File: config.mk
export PLATFORM = sky130hd
export DESIGN_NAME = fetch_unit_flat
export DESIGN_NICKNAME = d
export VERILOG_FILES = /design/src/rtl/fetch_if.sv /design/src/rtl/fetch_unit.sv /design/src/flat_wrapper.sv
export SDC_FILE = /design/constraint.sdc
export NUM_CORES = 1
export LEC_CHECK = 0
export ABC_AREA = 1
export CAP_MARGIN = 30
export CORE_UTILIZATION = 46
export CTS_CLUSTER_DIAMETER = 30
export DETAILED_ROUTE_END_ITERATION = 10
export PLACE_DENSITY = 0.85
export SETUP_SLACK_MARGIN = 0.5
export SYNTH_ARGS = -nofsm -noshare
export SYNTH_HDL_FRONTEND = slang
export SYNTH_SLANG_ARGS = --single-unit
File: constraint.sdc
create_clock -name clock -period 3.84 [get_ports clock]
set_clock_uncertainty 0.2 [all_clocks]
set_input_delay 0.768 -clock clock [delete_from_list [all_inputs] [get_ports clock]]
set_output_delay 0.768 -clock clock [all_outputs]
set_load 0.02 [all_outputs]
File: src/rtl/fetch_if.sv
// Fetch unit signal bundle: control handshake, instruction memory port and decoder port.
// The fetch unit connects through the master modport; its environment uses slave.
interface fetch_if;
    logic       start;
    logic       stall;
    logic [7:0] pc_inc;
    logic [7:0] pc_out;
    logic       mem_rd;
    logic       mem_ready;
    logic [7:0] instr_in;
    logic [7:0] ir_out;
    logic       ir_valid;
    logic       advance;
    logic       branch_en;
    logic [7:0] branch_target;
    logic       busy;
    logic [7:0] fetch_cnt;

    modport master (
        input  start, stall, pc_inc, mem_ready, instr_in, advance, branch_en, branch_target,
        output pc_out, mem_rd, ir_out, ir_valid, busy, fetch_cnt
    );

    modport slave (
        output start, stall, pc_inc, mem_ready, instr_in, advance, branch_en, branch_target,
        input  pc_out, mem_rd, ir_out, ir_valid, busy, fetch_cnt
    );
endinterface

File: src/rtl/fetch_unit.sv
// Instruction fetch sequencer: issues a memory read at pc_out, latches the returned
// word into the instruction register and holds it until the decoder consumes it.
module fetch_unit #(
    parameter logic [7:0] RESET_PC = 8'h00
) (
    input logic    clock,
    input logic    reset,
    fetch_if.master bus
);

    typedef enum logic [1:0] {IDLE, FETCH, WAIT, HOLD} state_t;

    state_t     state;
    logic [7:0] pc_q;
    logic [7:0] ir_q;
    logic       ir_valid_q;
    logic       mem_rd_q;
    logic [7:0] cnt_q;

    always_ff @(posedge clock or negedge reset) begin
        if (!reset) begin
            state      <= IDLE;
            pc_q       <= RESET_PC;
            ir_q       <= '0;
            ir_valid_q <= 1'b0;
            mem_rd_q   <= 1'b0;
            cnt_q      <= '0;
        end else begin
            case (state)
                IDLE: begin
                    if (bus.start) state <= FETCH;
                end
                FETCH: begin
                    // mem_rd is registered so it is high exactly while a request is outstanding
                    if (!bus.stall) begin
                        mem_rd_q <= 1'b1;
                        state    <= WAIT;
                    end
                end
                WAIT: begin
                    if (bus.mem_ready) begin
                        ir_q       <= bus.instr_in;
                        pc_q       <= bus.pc_inc;
                        ir_valid_q <= 1'b1;
                        cnt_q      <= cnt_q + 8'd1;
                        mem_rd_q   <= 1'b0;
                        state      <= HOLD;
                    end
                end
                HOLD: begin
                    if (bus.advance) begin
                        ir_valid_q <= 1'b0;
                        if (bus.branch_en) pc_q <= bus.branch_target;
                        state <= FETCH;
                    end
                end
                default: state <= IDLE;
            endcase
        end
    end

    assign bus.pc_out    = pc_q;
    assign bus.ir_out    = ir_q;
    assign bus.ir_valid  = ir_valid_q;
    assign bus.mem_rd    = mem_rd_q;
    assign bus.fetch_cnt = cnt_q;
    assign bus.busy      = (state != IDLE);

endmodule

File: src/flat_wrapper.sv
// flat-port wrapper written by rule: the top's interface ports become plain ports
module fetch_unit_flat 
#(
    parameter logic [7:0] RESET_PC = 8'h00
)
  (clock, reset, bus_start, bus_stall, bus_pc_inc, bus_mem_ready, bus_instr_in, bus_advance, bus_branch_en, bus_branch_target, bus_pc_out, bus_mem_rd, bus_ir_out, bus_ir_valid, bus_busy, bus_fetch_cnt);
  fetch_if bus_i ();
  input logic clock;
  input logic reset;
  input wire logic [$bits(bus_i.start)-1:0] bus_start;
  input wire logic [$bits(bus_i.stall)-1:0] bus_stall;
  input wire logic [$bits(bus_i.pc_inc)-1:0] bus_pc_inc;
  input wire logic [$bits(bus_i.mem_ready)-1:0] bus_mem_ready;
  input wire logic [$bits(bus_i.instr_in)-1:0] bus_instr_in;
  input wire logic [$bits(bus_i.advance)-1:0] bus_advance;
  input wire logic [$bits(bus_i.branch_en)-1:0] bus_branch_en;
  input wire logic [$bits(bus_i.branch_target)-1:0] bus_branch_target;
  output wire logic [$bits(bus_i.pc_out)-1:0] bus_pc_out;
  output wire logic [$bits(bus_i.mem_rd)-1:0] bus_mem_rd;
  output wire logic [$bits(bus_i.ir_out)-1:0] bus_ir_out;
  output wire logic [$bits(bus_i.ir_valid)-1:0] bus_ir_valid;
  output wire logic [$bits(bus_i.busy)-1:0] bus_busy;
  output wire logic [$bits(bus_i.fetch_cnt)-1:0] bus_fetch_cnt;
  assign bus_i.start = bus_start;
  assign bus_i.stall = bus_stall;
  assign bus_i.pc_inc = bus_pc_inc;
  assign bus_i.mem_ready = bus_mem_ready;
  assign bus_i.instr_in = bus_instr_in;
  assign bus_i.advance = bus_advance;
  assign bus_i.branch_en = bus_branch_en;
  assign bus_i.branch_target = bus_branch_target;
  assign bus_pc_out = bus_i.pc_out;
  assign bus_mem_rd = bus_i.mem_rd;
  assign bus_ir_out = bus_i.ir_out;
  assign bus_ir_valid = bus_i.ir_valid;
  assign bus_busy = bus_i.busy;
  assign bus_fetch_cnt = bus_i.fetch_cnt;
  fetch_unit #(.RESET_PC(RESET_PC)) u_core (.clock(clock), .reset(reset), .bus(bus_i));
endmodule
==> out/qor.csv <==
stage;metric;value;unit
yosys;syn_inst;184;
cells_and_area;num_antenna_cells;0;
sta;hold_violations;0;
cts;clockBufferDepth;2;
drt;antenna_left;0;
setup_path;start_kind;register;
cts;htree_levels;1;
power;leakage;1.059;nW
power;internal_power;0.8281;mW
min_path;hold_end;u_core.bus.pc_out[1];
setup_path;path_class;register to output pin;
yosys;ys_seq_area_share;49.38;%
power;power.share.clock;9.8;%
drt;wl_met2;1563;um
sta;rsz0062_at_grt;false;
die;initial_core_util;50.15;%
yosys;async_reset_ff_share;100.0;%
place;dp_hpwl;2396;um
cells_and_area;layout.nets;283;
drt;m1WireLength;1382;um
drt;met3_length;173;um
setup_path;required;2.87;ns
yosys;ys_seq_elements;28;
drt;vias;1278;
yosys;synth_edf_count;0;
drt;wl_per_cell;11.34;um
power;p_sw;0.6281;mW
setup_path;end_kind;output pin;
cts;cts_buffers;3;
power;p_per_area;707.1;nW/um^2
yosys;yosysTopAreaCellShare;49.38;%
drt;drtIter0Drc;39;
grt;antenna_found_initial;0;
grt;first_global_vias;1212;
outcome;outcome;finished with violations;
setup_path;crit_arrival;1.74;ns
place;place.gp.congestion;0.7693;
yosys;synth_warnings;0;
cts;hold_buffers;0;
sta;finalSetupTns;0;ns
job;cap_violations;0;
yosys;synth_area;1419;um^2
cts;tritoncts;yes;
sta;slew_violations;0;
die;coreArea;2829;um^2
grt;grt_max_degree;29;
drt;wl;3118;um
power;total_power;1.456;mW
yosys;netlist_top_cells_count;nand2_1 (94), dfrtp_1 (28), inv_1 (17), nand3_1 (11), ha_1 (7);
setup_path;reg2reg_depth;7;
setup_path;ff2ff_setup_slack;2.01;ns
die;io_pins;58;
setup_path;slowest_stage;clkdlybuf4s50_1;
yosys;synth_top_flop_cell;dfrtp_1;
cells_and_area;layout.cells.non_filler;275;
min_path;hold_class;register to register;
cells_and_area;nFillCells;243;
die;rows;19;
sta;tightest_slew;0.4015;ns
die;die-area;3311;um^2
cells_and_area;area_growth;45.15;%
drt;highest_layer;met3;
sta;min_period;2.710;ns
sta;fmax;369.0;MHz
drt;dr.pass1.iters;7;
power;comb_power_share;55.8;%
die;die_x;57.54;um
setup_path;slowest_delay;0.59;ns
cts;clk_pin_slew;0.15;ns
setup_path;reg2reg_from;u_core.state[0];
cts;cts_resized;0;
die;die_y;57.54;um
cts;cts_setup_buffers;0;
sta;setup_viol;0;
grt;grt_use_total;20.01;%
drt;drc_errors;4;
setup_path;critPathMostFrequentCell;inv_1;
grt;grt_pass1_wl;5092;um
cells_and_area;drive_gt1_share;4.918;%
yosys;syn-num-nets;222;
sta;relSlewSlack;73.24;%
yosys;yosys.area.top_type;dfrtp_1;
yosys;synth.most_common_cell;nand2_1;
place;io_buffers;57;
setup_path;worstReg2RegEnd;u_core.bus.pc_out[5];
grt;overflow;0;
setup_path;path_max_fanout;6;
yosys;synth.distinct_cells;19;
power;swShare;43.13;%
power;pwr-share-seq;34.4;%
drt;via_per_inst;4.647;
setup_path;critical_path.cell_chain;inv_1, ha_1, inv_1, clkdlybuf4s50_1;
cts;cts.sinks;28;
outcome;violations;design-rule violations;
power;ir_worst_vdd;0.4311;mV
sta;fin_crit_sh;70.57;%
cts;clk_latency;0.33;ns
cts;clk_root_buffer_cell;clkbuf_4;
min_path;hp-start;u_core.bus.pc_out[1];
place;dp_cells;271;
yosys;avgSynthCellArea;7.711;um^2
min_path;holdPathStages;2;
yosys;synthTopCellsByArea;dfrtp_1 (49%), nand2_1 (25%), ha_1 (6.2%), inv_1 (4.5%), nand3_1 (3.9%);
## registers in the layout, summed over array words and instances, names as in the netlist
signal,flops
u_core.bus.ir_out,8
u_core.bus.fetch_cnt,8
u_core.bus.mem_rd,1
u_core.bus.pc_out,8
u_core.state,2
u_core.bus.ir_valid,1
## how the worst max path moves through the flow
stage / startpoint / end / slack (ns)
finish: u_core.state[0] / bus_busy / 1.13
global route: u_core.state[0] / bus_busy / 1.02
CTS: u_core.state[0] / bus_busy / 1.11
detailed placement: u_core.state[0] / bus_busy / 1.50
global placement: u_core.state[0] / bus_busy / 1.55
floorplan: u_core.state[0] / bus_busy / 2.07
## critical path, delay by kind of cell (launching register included)
family / cells / cell delay (ns)
buffers and inverters: 3 / 0.74
flip-flops: 1 / 0.47
adder cells (fa/ha/maj): 1 / 0.21
## layout make-up
class	count	area, um^2	area share [%]
Tap cell	31	38.79	1.883
Clock buffer	4	36.28	1.762
Timing Repair Buffer	58	578.1	28.07
Inverter	20	75.07	3.645
Multi-Input combinational cell	134	630.6	30.62
Sequential cell	28	700.7	34.02
## cells in the final DEF (no fill, tap or decap), types with 2 or more instances in the layout
cell type / count
nand3_1: 11
clkdlybuf4s50_1: 57
nor2_2: 2
o21ai_0: 4
clkbuf_4: 3
ha_1: 7
xnor2_1: 2
nand2_1: 94
inv_2: 2
dfrtp_1: 28
nor2_1: 6
xor2_1: 2
inv_1: 17
nand2_4: 2
## per-stage QoR
stage	setup slack, ns	utilization (%)	hold slack, ns	instance area [um^2]
6_report	1.130	72.80	0.2866	2059
5_1_grt	1.019	72.80	0.3130	2059
4_1_cts	1.113	72.80	0.2928	2059
3_5_place_dp	1.503	71.52	0.2580	2023
3_3_place_gp	1.551	71.52	0.2528	2023
2_1_floorplan	2.068	-	0.2724	1419
## layer usage
layer | track usage (%) | vias up
li1 | - | 675
met2 | 37.21 | 34
met3 | 5.896 | 0
met4 | 2.787 | 0
met1 | 23.05 | 569
met5 | 0 | -
## power by group through the flow
stage          combinational [mW]  sequential (mW)  clock (mW)
5_1_grt                     0.902            0.513       0.160
4_1_cts                     0.823            0.501       0.149
2_1_floorplan               0.353            0.626           0
6_report                    0.813            0.501       0.143
3_5_place_dp                0.819            0.505           0
3_3_place_gp                0.798            0.503           0
## logic make-up (layout without fill, tap and decap cells)
logic type	Yosys count	in the layout	share of synthesized area, %
and+or+nand+nor	116	116	33.24
DFF	28	28	49.38
buffers and inverters	22	82	6.173
adders and majority gates	7	7	6.173
AOI/OAI and AO/OA	7	7	2.557
xor gates and xnor gates	4	4	2.470
Note: power is estimated with default switching activity, not from simulation.
